<file path="config.mk">
export PLATFORM = sky130hd
export DESIGN_NAME = defaults_stream_gen
export DESIGN_NICKNAME = d
export VERILOG_FILES = /design/src/rtl/defaults_stream_gen.sv
export SDC_FILE = /design/constraint.sdc
export NUM_CORES = 1
export LEC_CHECK = 0
export CORE_ASPECT_RATIO = 1.2
export CORE_UTILIZATION = 40
export DETAILED_ROUTE_END_ITERATION = 16
export PLACE_DENSITY = 0.7
export SYNTH_ARGS = -nofsm -noshare
export SYNTH_HDL_FRONTEND = slang
export SYNTH_SLANG_ARGS = --single-unit
</file>
<file path="constraint.sdc">
create_clock -name _clock -period 4.34 [get_ports _clock]
set_input_delay 0.651 -clock _clock [delete_from_list [all_inputs] [get_ports _clock]]
set_output_delay 0.651 -clock _clock [all_outputs]
set_load 0.1 [all_outputs]
</file>
<file path="src/rtl/defaults_stream_gen.sv">
// Purpose : latches four signed arguments and a count (each from its port or a
//           compile-time default), then streams n tuples (a+i*b, c+i*d) and pulses _done.
// Latency : first tuple valid 1 cycle after the accepting _start; 1 tuple/cycle with _ready high.
// Backpressure: with _valid=1 and _ready=0, outputs hold stable until accepted.
//
// Ports:
//   _clock, _reset_n           rising-edge clock, synchronous active-low reset
//   _start, _use_default[4:0]  start request (IDLE only); mask bits 0-3 = a,b,c,d, bit 4 = n
//   a, b, c, d, n              signed arguments / tuple count, sampled on the accepting _start
//   _ready / _valid            stream handshake
//   _out0, _out1               tuple outputs
//   _done                      one-cycle pulse after the final tuple is accepted
//   _last                      high on the final tuple (only with DEFAULTS_STREAM_GEN_LAST_EN)
// Optional feature macro: DEFAULTS_STREAM_GEN_LAST_EN
module defaults_stream_gen #(
  parameter int                      WIDTH     = 32,
  parameter logic signed [WIDTH-1:0] DEFAULT_A = WIDTH'(1),
  parameter logic signed [WIDTH-1:0] DEFAULT_B = WIDTH'(2),
  parameter logic signed [WIDTH-1:0] DEFAULT_C = WIDTH'(3),
  parameter logic signed [WIDTH-1:0] DEFAULT_D = WIDTH'(4),
  parameter logic signed [WIDTH-1:0] DEFAULT_N = WIDTH'(8)
) (
  input  logic                    _clock,
  input  logic                    _reset_n,
  input  logic                    _start,
  input  logic [4:0]              _use_default,
  input  logic signed [WIDTH-1:0] a,
  input  logic signed [WIDTH-1:0] b,
  input  logic signed [WIDTH-1:0] c,
  input  logic signed [WIDTH-1:0] d,
  input  logic signed [WIDTH-1:0] n,
  input  logic                    _ready,
  output logic                    _valid,
  output logic signed [WIDTH-1:0] _out0,
  output logic signed [WIDTH-1:0] _out1,
  output logic                    _done
`ifdef DEFAULTS_STREAM_GEN_LAST_EN
  ,
  output logic                    _last
`endif
);

  localparam logic [WIDTH-1:0] ONE = WIDTH'(1);

  typedef enum logic [1:0] {IDLE, RUN, DONE} state_t;

  state_t                  state;
  logic signed [WIDTH-1:0] b_q;
  logic signed [WIDTH-1:0] d_q;
  logic [WIDTH-1:0]        idx;
  logic [WIDTH-1:0]        last_idx;   // n-1, compared against idx each handshake

  logic signed [WIDTH-1:0] eff_a;
  logic signed [WIDTH-1:0] eff_b;
  logic signed [WIDTH-1:0] eff_c;
  logic signed [WIDTH-1:0] eff_d;
  logic signed [WIDTH-1:0] eff_n;
  logic                    eff_n_empty;

  always_comb begin
    eff_a       = _use_default[0] ? DEFAULT_A : a;
    eff_b       = _use_default[1] ? DEFAULT_B : b;
    eff_c       = _use_default[2] ? DEFAULT_C : c;
    eff_d       = _use_default[3] ? DEFAULT_D : d;
    eff_n       = _use_default[4] ? DEFAULT_N : n;
    // n <= 0 as a signed value: negative sign bit or exactly zero
    eff_n_empty = eff_n[WIDTH-1] || (eff_n == '0);
  end

  always_ff @(posedge _clock) begin
    if (!_reset_n) begin
      state    <= IDLE;
      _valid   <= 1'b0;
      _done    <= 1'b0;
      _out0    <= '0;
      _out1    <= '0;
      idx      <= '0;
      last_idx <= '0;
      b_q      <= '0;
      d_q      <= '0;
`ifdef DEFAULTS_STREAM_GEN_LAST_EN
      _last    <= 1'b0;
`endif
    end else begin
      _done <= 1'b0;
      case (state)
        IDLE: begin
          if (_start) begin
            b_q      <= eff_b;
            d_q      <= eff_d;
            last_idx <= eff_n - ONE;
            idx      <= '0;
            if (eff_n_empty) begin
              // Nothing to emit: go straight to the done pulse.
              state <= DONE;
              _done <= 1'b1;
            end else begin
              state  <= RUN;
              _valid <= 1'b1;
              _out0  <= eff_a;
              _out1  <= eff_c;
`ifdef DEFAULTS_STREAM_GEN_LAST_EN
              _last  <= (eff_n == ONE);
`endif
            end
          end
        end
        RUN: begin
          // _valid is always 1 here, so _ready alone marks a handshake.
          if (_ready) begin
            if (idx == last_idx) begin
              state  <= DONE;
              _valid <= 1'b0;
              _done  <= 1'b1;
`ifdef DEFAULTS_STREAM_GEN_LAST_EN
              _last  <= 1'b0;
`endif
            end else begin
              idx   <= idx + ONE;
              _out0 <= _out0 + b_q;
              _out1 <= _out1 + d_q;
`ifdef DEFAULTS_STREAM_GEN_LAST_EN
              _last <= ((idx + ONE) == last_idx);
`endif
            end
          end
        end
        DONE: begin
          state <= IDLE;
        end
        default: begin
          state <= IDLE;
        end
      endcase
    end
  end

endmodule

</file>
Word-level counts from Yosys, hierarchy flattened

Cells that the tools add are included.

Equal/unequal tests: 7
Order comparisons: 0
Muxes and demuxes: 34
Bitwise gates (word level): 0
Multiply operators: 0
$add $sub $neg: 4
Reductions and logical operators: 9
Divide/modulo/power cells: 0
Shift operators: 0

Operators by type and width:

| cell                                               | count |
|---|---|
| 2-to-1 mux 32 bit                                  | 16 |
| case mux 32 bit (2 select lines)                   | 3 |
| adder 32 bit                                       | 2 |
| adder 32 x 1 -> 32 bit, second input constant      | 1 |
| == test 32 bit                                     | 1 |
| logical NOT 32 bit                                 | 1 |
| subtractor 32 x 1 -> 32 bit, second input constant | 1 |
| != test 2 bit, second input constant               | 5 |
| AND reduction 5 bit                                | 2 |
| 2-to-1 mux 1 bit                                   | 8 |
| 2-to-1 mux 2 bit                                   | 4 |
| case mux 1 bit (2 select lines)                    | 2 |
| case mux 2 bit (2 select lines)                    | 1 |
| AND reduction 4 bit                                | 1 |
| AND reduction 3 bit                                | 1 |
| == test 2 x 1 -> 1 bit, second input constant      | 1 |
| logical NOT 2 bit                                  | 1 |
| AND reduction 2 bit                                | 1 |
| nonzero test 2 bit                                 | 1 |
| logical OR 1 bit                                   | 1 |

Logic and storage cells: 63
Memory bits (writable): 0
Register bits: 196
Memories: 0
Input bits: 169
ROM bits: 0
Latch bits: 0

Logic depth before layout (Yosys ltp)

Word-level depth: 6
Mapped depth: 15
Depth with buffers taken out: 12

Least setup slack after synthesis

OpenSTA, ideal clock, no wires.

Path type: input port to flip-flop
Start: input port _use_default[4]
End: register _out1[28]
Library setup time: 0.124 ns
Path slack: 0.801 ns
Stages on the path: 15
Arrival time: 3.415 ns
Cell sequence: clkbuf_1 clkinv_1 clkbuf_1 nand2_1 ha_1 nand2b_1 or3_1 buf_2 nor4_4 nor3_2 or2_4 buf_6 buf_6 o2111ai_2 o21ai_1

Longest elaborated chain between the ends: 5

RTL lines:

| what                                     | line | text |
|---|---|---|
| from (decl)                              | 26   | `input logic [4:0] _use_default,` |
| 2-to-1 mux 32 bit (*)                    | 65   | `eff_n = _use_default[4] ? DEFAULT_N : n;` |
| logical NOT 32 bit                       | 67   | `eff_n_empty = eff_n[WIDTH-1] \|\| (eff_n == '0);` |
| logical OR 1 bit (*)                     | 67   |  |
| != test 2 bit (no source line) (*)       | n/a  |  |
| AND reduction 5 bit (no source line) (*) | n/a  |  |
| to (signal assigned)                     | 121  | `_out1 <= _out1 + d_q;` |
| to (decl)                                | 35   | `output logic signed [WIDTH-1:0] _out1,` |

Mark *: on every way between the ends. The rest lies on a longest branch, timed or not.
A chain may end at the register's enable or synchronous reset.

Worst setup path in the final report

Start: input port n[14]
End: register _out0[24]

Longest elaborated chain between the ends: 5

RTL lines:

| what                                 | line | text |
|---|---|---|
| from (decl)                          | 31   | `input logic signed [WIDTH-1:0] n,` |
| 2-to-1 mux 32 bit                    | 65   |  |
| logical NOT 32 bit                   | 67   |  |
| logical OR 1 bit                     | 67   |  |
| != test 2 bit (no source line)       | n/a  |  |
| AND reduction 5 bit (no source line) | n/a  |  |
| to (signal assigned)                 | 120  | `_out0 <= _out0 + b_q;` |
| to (decl)                            | 34   | `output logic signed [WIDTH-1:0] _out0,` |

No other way between the ends.

==> impl_metrics.py <==
metrics = {
    "outcome": {
        "outcome": "complete, no violations",
    },
    "placement": {
        "place_inst": 1964,
        "port_buffers": 234,
        "dpl.hpwl_um": 27300,
        "place.gp.congestion": 0.957,
    },
    "final_layout": {
        "area_delta_synth_final_pct": 29.0,
        "drive_above_1_share_pct": 5.01,
        "multi_input_area_sq_um": 7300,
        "nFillCells": 2696,
        "fin_cells": 1998,
        "nNetsFinal": 1839,
        "ff_latch_area_sq_um": 3920,
    },
    "grt": {
        "grt_use_met1_pct": 30.7,
        "gr-usage-met2_pct": 40.7,
        "grt_overflow": 0,
        "grt_pass1_wl_um": 57400,
        "grt_pass1_vias": 11000,
        "grt_start_max_net_pins": 57,
        "grtUsageTotal_pct": 24.6,
        "antenna_found_initial": 2,
        "grt_use_met3_pct": 3.61,
        "grt.busiest_layer": "met2",
    },
    "worst_setup_path": {
        "rr_startpoint": "_out1[0]",
        "cp_data_arrival_time_ns": 4.06,
        "regToRegSetupSlack_ns": 0.99,
        "critical_path_class": "input port to register",
        "timing.rr.end": "_out1[24]",
        "crit_path_max_fanout": 53,
        "worstPathRequired_ns": 4.69,
        "setup.worst_path.end_class": "register",
        "startpoint_type": "input port",
        "rr_worst_depth": 11,
    },
    "worst_hold_path": {
        "hold_end": "last_idx[18]",
        "whs_path_depth": 2,
        "min_from": "last_idx[18]",
        "hold_path.class": "register to register",
    },
    "synthesis": {
        "ys_seq_elements": 196,
        "ys_types": 72,
        "synthTopCellsByCount": "dfxtp_1, nor2_1, a21oi_1",
        "yosysTopAreaCellShare_pct": 33.9,
        "syn_area_sq_um": 11600,
        "synth_edf_count": 0,
        "yosysTopAreaCell": "dfxtp_1",
        "syn_inst": 1398,
        "syn_area_per_cell_sq_um": 8.29,
        "yosysMostFrequentCell": "dfxtp_1",
        "synth-main-ff-cell": "dfxtp_1",
        "synth_fp_nets": 1633,
        "yosysSeqAreaShare_pct": 33.9,
        "async_flop_share_pct": 0,
        "yosysWarnings": 0,
        "synth_area_leaders": "dfxtp_1, ha_1, xnor2_1",
    },
    "routing": {
        "drtIter0Drc": 751,
        "avgRoutedWirePerCell_um": 18.3,
        "ant_nets": 0,
        "vias_per_cell": 5.71,
        "drc": 0,
        "vias": 11400,
        "wl_um": 36500,
        "drtPass1Iterations": 5,
    },
    "power_and_ir_drop": {
        "clkPwrFrac_pct": 29.9,
        "power_frac_comb_pct": 32.0,
        "power_frac_seq_pct": 38.0,
        "p_leak_nw": 5.79,
        "p_sw_share_pct": 37.9,
        "p_int_mw": 3.33,
        "switching_power_mw": 2.03,
        "p_per_area_nw_per_um2": 359,
        "ir_worst_vdd_v": 0.000263,
        "fin_total_pwr_mw": 5.36,
    },
    "floorplanning": {
        "die_area_sq_um": 29700,
        "die_w_um": 157,
        "num_rows": 67,
        "ios": 235,
        "coreArea_sq_um": 28200,
        "start_util_pct": 41.1,
        "dieHeight_um": 188,
    },
    "sta": {
        "maxSlewHeadroom_pct": 29.2,
        "slew_violations": 0,
        "tightest_slew_ns": 1.06,
        "fin_worst_skew_ns": 0.0147,
        "hold_viol": 0,
        "min_period_ns": 3.71,
        "max_freq_mhz": 269,
        "min_period_over_period_pct": 85.5,
        "rsz0062_at_grt": "false",
        "finalSetupViolCount": 0,
        "fin_tns_setup_ns": 0,
    },
    "run": {
        "drv_cap": 0,
    },
    "cts": {
        "ctsHtreeMaxLevel": 4,
        "clock_path_buffers": 2,
        "root_buffer": "clkbuf_16",
        "path_clk_slew_ns": 0.08,
        "post_cts_resized": 0,
        "cts_buffers": 17,
        "post_cts_buffers": 0,
        "tritoncts": "yes",
        "clock-sinks": 196,
        "clock_latency_ns": 0.45,
        "postCtsHoldBufs": 0,
    },
}
cell families (layout without fill, tap and decap cells):
family	after synthesis	count (layout)	synth area share [%]
compound gates	467	467	26.9
xor+xnor	118	118	8.92
fa+ha+maj	66	66	7.26
buf+inv	95	314	3.34
flops	196	196	33.9
mux	3	3	0.270
other cells	0	2	0
simple gates	453	453	19.4
area by class of cell:
type	instances	area share (%)
clock buffer	17	2.85
antenna	2	0.0335
inverter	21	0.528
timing repair buffer	261	17.2
clock inverter	15	1.11
tap	379	3.17
sequential	196	26.3
multi-input combinational	1107	48.9
metrics by stage:
stage	hold slack, ns	utilization [%]	cell area [sq um]	worst slack, ns
6_report	0.474	53.1	14900	0.627
3_5_place_dp	0.462	50.9	14300	0.227
3_3_place_gp	0.456	50.9	14300	0.402
2_1_floorplan	0.444	-	11600	0.801
5_1_grt	0.492	53.1	14900	0.489
4_1_cts	0.472	53.0	14900	0.683
placed cells by master (no fill, tap or decap), types with 20 or more instances in the layout:
cell / count
a211oi_1: 38
a21o_1: 32
a21oi_1: 116
a221oi_1: 26
a22o_1: 62
buf_4: 25
clkdlybuf4s50_1: 233
dfxtp_1: 196
ha_1: 64
nand2_1: 76
nand3_1: 35
nor2_1: 148
nor3_1: 46
nor3b_1: 21
o21ai_0: 97
or3_1: 20
xnor2_1: 77
xor2_1: 41
worst max-delay path, stage by stage:
cell	delay (ns)
clkdlybuf4s50_1	0.63
nor3_1	0.15
a21oi_1	0.40
nor4_4	0.11
nor3_2	0.66
or2_4	0.68
buf_4	0.39
o21ai_0	0.11
a211oi_1	0.26
worst max-delay path by stage:
stage | startpoint | endpoint | slack, ns | cells after the start
finish | n[14] | _out0[24] | 0.63 | 9
global route | n[14] | _out0[24] | 0.49 | 9
CTS | n[14] | _out0[24] | 0.68 | 9
detailed placement | n[14] | _out0[24] | 0.23 | 9
global placement | n[14] | _out1[21] | 0.40 | 10
floorplan | _use_default[4] | _out1[28] | 0.80 | 15
power by group through the flow:
stage / sequential [mW] / clock (mW) / combinational [mW]
floorplan: 2.56 / 0 / 0.677
global placement: 2.08 / 0 / 1.69
detailed placement: 2.08 / 0 / 1.70
CTS: 2.04 / 1.63 / 1.71
global route: 2.05 / 1.70 / 1.83
finish: 2.04 / 1.60 / 1.72
flip-flops by register name, indices dropped and copies added, names as in the netlist:
| signal | flops |
|---|---|
| last_idx | 32 |
| _done | 1 |
| state | 2 |
| idx | 32 |
| d_q | 32 |
| _valid | 1 |
| _out0 | 32 |
| b_q | 32 |
| _out1 | 32 |
routing by layer:
| layer | vias to the layer above | wire length (um) |
|---|---|---|
| li1 | 5585 | - |
| met1 | 5385 | 15900 |
| met2 | 368 | 17100 |
| met5 | - | 0 |
| met3 | 71 | 1970 |
| met4 | 0 | 1470 |
Note: power is estimated with default switching activity, not from simulation.
==> RTL change (same settings) <==
The 3 states of `state_t` get a one-hot encoding in 3 bits.
--- a/src/rtl/defaults_stream_gen.sv
+++ b/src/rtl/defaults_stream_gen.sv
@@ -42,7 +42,7 @@
 
   localparam logic [WIDTH-1:0] ONE = WIDTH'(1);
 
-  typedef enum logic [1:0] {IDLE, RUN, DONE} state_t;
+  typedef enum logic [2:0] {IDLE = 3'b001, RUN = 3'b010, DONE = 3'b100} state_t;
 
   state_t                  state;
   logic signed [WIDTH-1:0] b_q;
Function: same outputs for any inputs over 4 cycles, from zero or initial values and one cycle with _reset_n low; so few cycles prove little.
==> RTL change against the original RTL <==
Setup slack gained 0.24 ns; power grew 3.0%; clock power grew 2%; area after synthesis grew 4.4%; design area grew 3.0%; clock skew grew 0.0022 ns; register-to-register slack gained 0.25 ns; routed wire length grew 8.2%; sequential cell count grew 1; first-iteration DRC count grew 3.7%; critical endpoint is now _out0[3]$_SDFFE_PN0P_; largest cell class unchanged.
==> RTL change: results (changes against the original RTL) <==
Parameter                              Value

Critical path
  Crit path arrival time ... 3.79 ns (was 4.06 ns)
  CP top delay family ... buffers and inverters (was simple AND/OR/NAND/NOR gates)

Placed design
  Worst Setup Slack post-DPL ... 0.438 ns (was 0.227 ns)

Pwr
  LEAKAGE ... 5.82 nW (was 5.79 nW)
  Net switching share of the total power ... 0.388 (was 0.379)
  Power share of the sequential group ... 0.377 (was 0.380)
  Comb group ... 0.00180 W (was 0.00172 W)

Finish
  Layout filler cell count ... 2806 (was 2696)
  Ratio of cells with drive above 1 in the final layout ... 0.0451 (was 0.0501)
  Multi-input logic cell count ... 1196 (was 1107)
  Net count reported at finish ... 1928 (was 1839)
  Fraction of cell area in non-clock buffers ... 0.164 (was 0.172)
  Fraction of standard cell area in multi-input logic ... 0.503 (was 0.489)
  Non-CTS buffers ... 258 (was 261)
  Area growth from synthesis to final layout ... 27.2% (was 29.0%)

Routing
  Routed via count divided by cell count ... 5.79 (was 5.71)
  Number of DRC violations after detailed-routing iteration 0 ... 779 (was 751)

Floorplanning
  Placement Rows ... 69 (was 67)

Synth
  Area contributors post-synth ... sky130_fd_sc_hd__dfxtp_1 33%, sky130_fd_sc_hd__ha_1 6.6%, sky130_fd_sc_hd__xnor2_1 6.4% (was sky130_fd_sc_hd__dfxtp_1 34%, sky130_fd_sc_hd__ha_1 6.9%, sky130_fd_sc_hd__xnor2_1 5.8%)
  Mean Syn Cell Area ... 8.03 µm² (was 8.29 µm²)
  Most instantiated cells after synthesis ... 197 x sky130_fd_sc_hd__dfxtp_1, 147 x sky130_fd_sc_hd__nor2_1, 137 x sky130_fd_sc_hd__a21oi_1 (was 196 x sky130_fd_sc_hd__dfxtp_1, 152 x sky130_fd_sc_hd__nor2_1, 116 x sky130_fd_sc_hd__a21oi_1)
  Post-synth net total ... 1742 (was 1633)
  Sequential fraction of the synthesis area ... 0.326 (was 0.339)

Global route
  Wire length of the first global-routing pass ... 62.2 mm (was 57.4 mm)
  Largest net degree at the start of global routing ... 73 (was 57)

Run status
  Status ... completed (unchanged)

Timing
  Worst Skew ... 0.0169 ns (was 0.0147 ns)
  Worst slew pin tran ... 1.07 ns (was 1.06 ns)
## RTL change: logic make-up after synthesis
logic type,synth area share
flip-flops,0.326
multiplexers,0.00941
AO/OA/AOI/OAI,0.276
AND/OR/NAND/NOR,0.208
XOR/XNOR,0.0746
adder cells (fa/ha/maj),0.0695
buffers and inverters,0.0362
## RTL change: layer usage
layer / part of all wire / global-route usage
met3: 0.063 / 0.0486
met5: 0.00073 / 0
met4: 0.031 / 0.101
met2: 0.47 / 0.434
met1: 0.43 / 0.316
## RTL change: final timing paths
path	start	to	slack, ns	depth (start not counted)
max	_use_default[4]	_out0[3]$_SDFFE_PN0P_	0.87	12
min	last_idx[10]$_SDFFE_PN0P_	last_idx[10]$_SDFFE_PN0P_	0.47	2
max reg2reg	_out0[5]$_SDFFE_PN0P_	_out0[31]$_SDFFE_PN0P_	1.24	9
min reg2reg	last_idx[10]$_SDFFE_PN0P_	last_idx[10]$_SDFFE_PN0P_	0.47	2
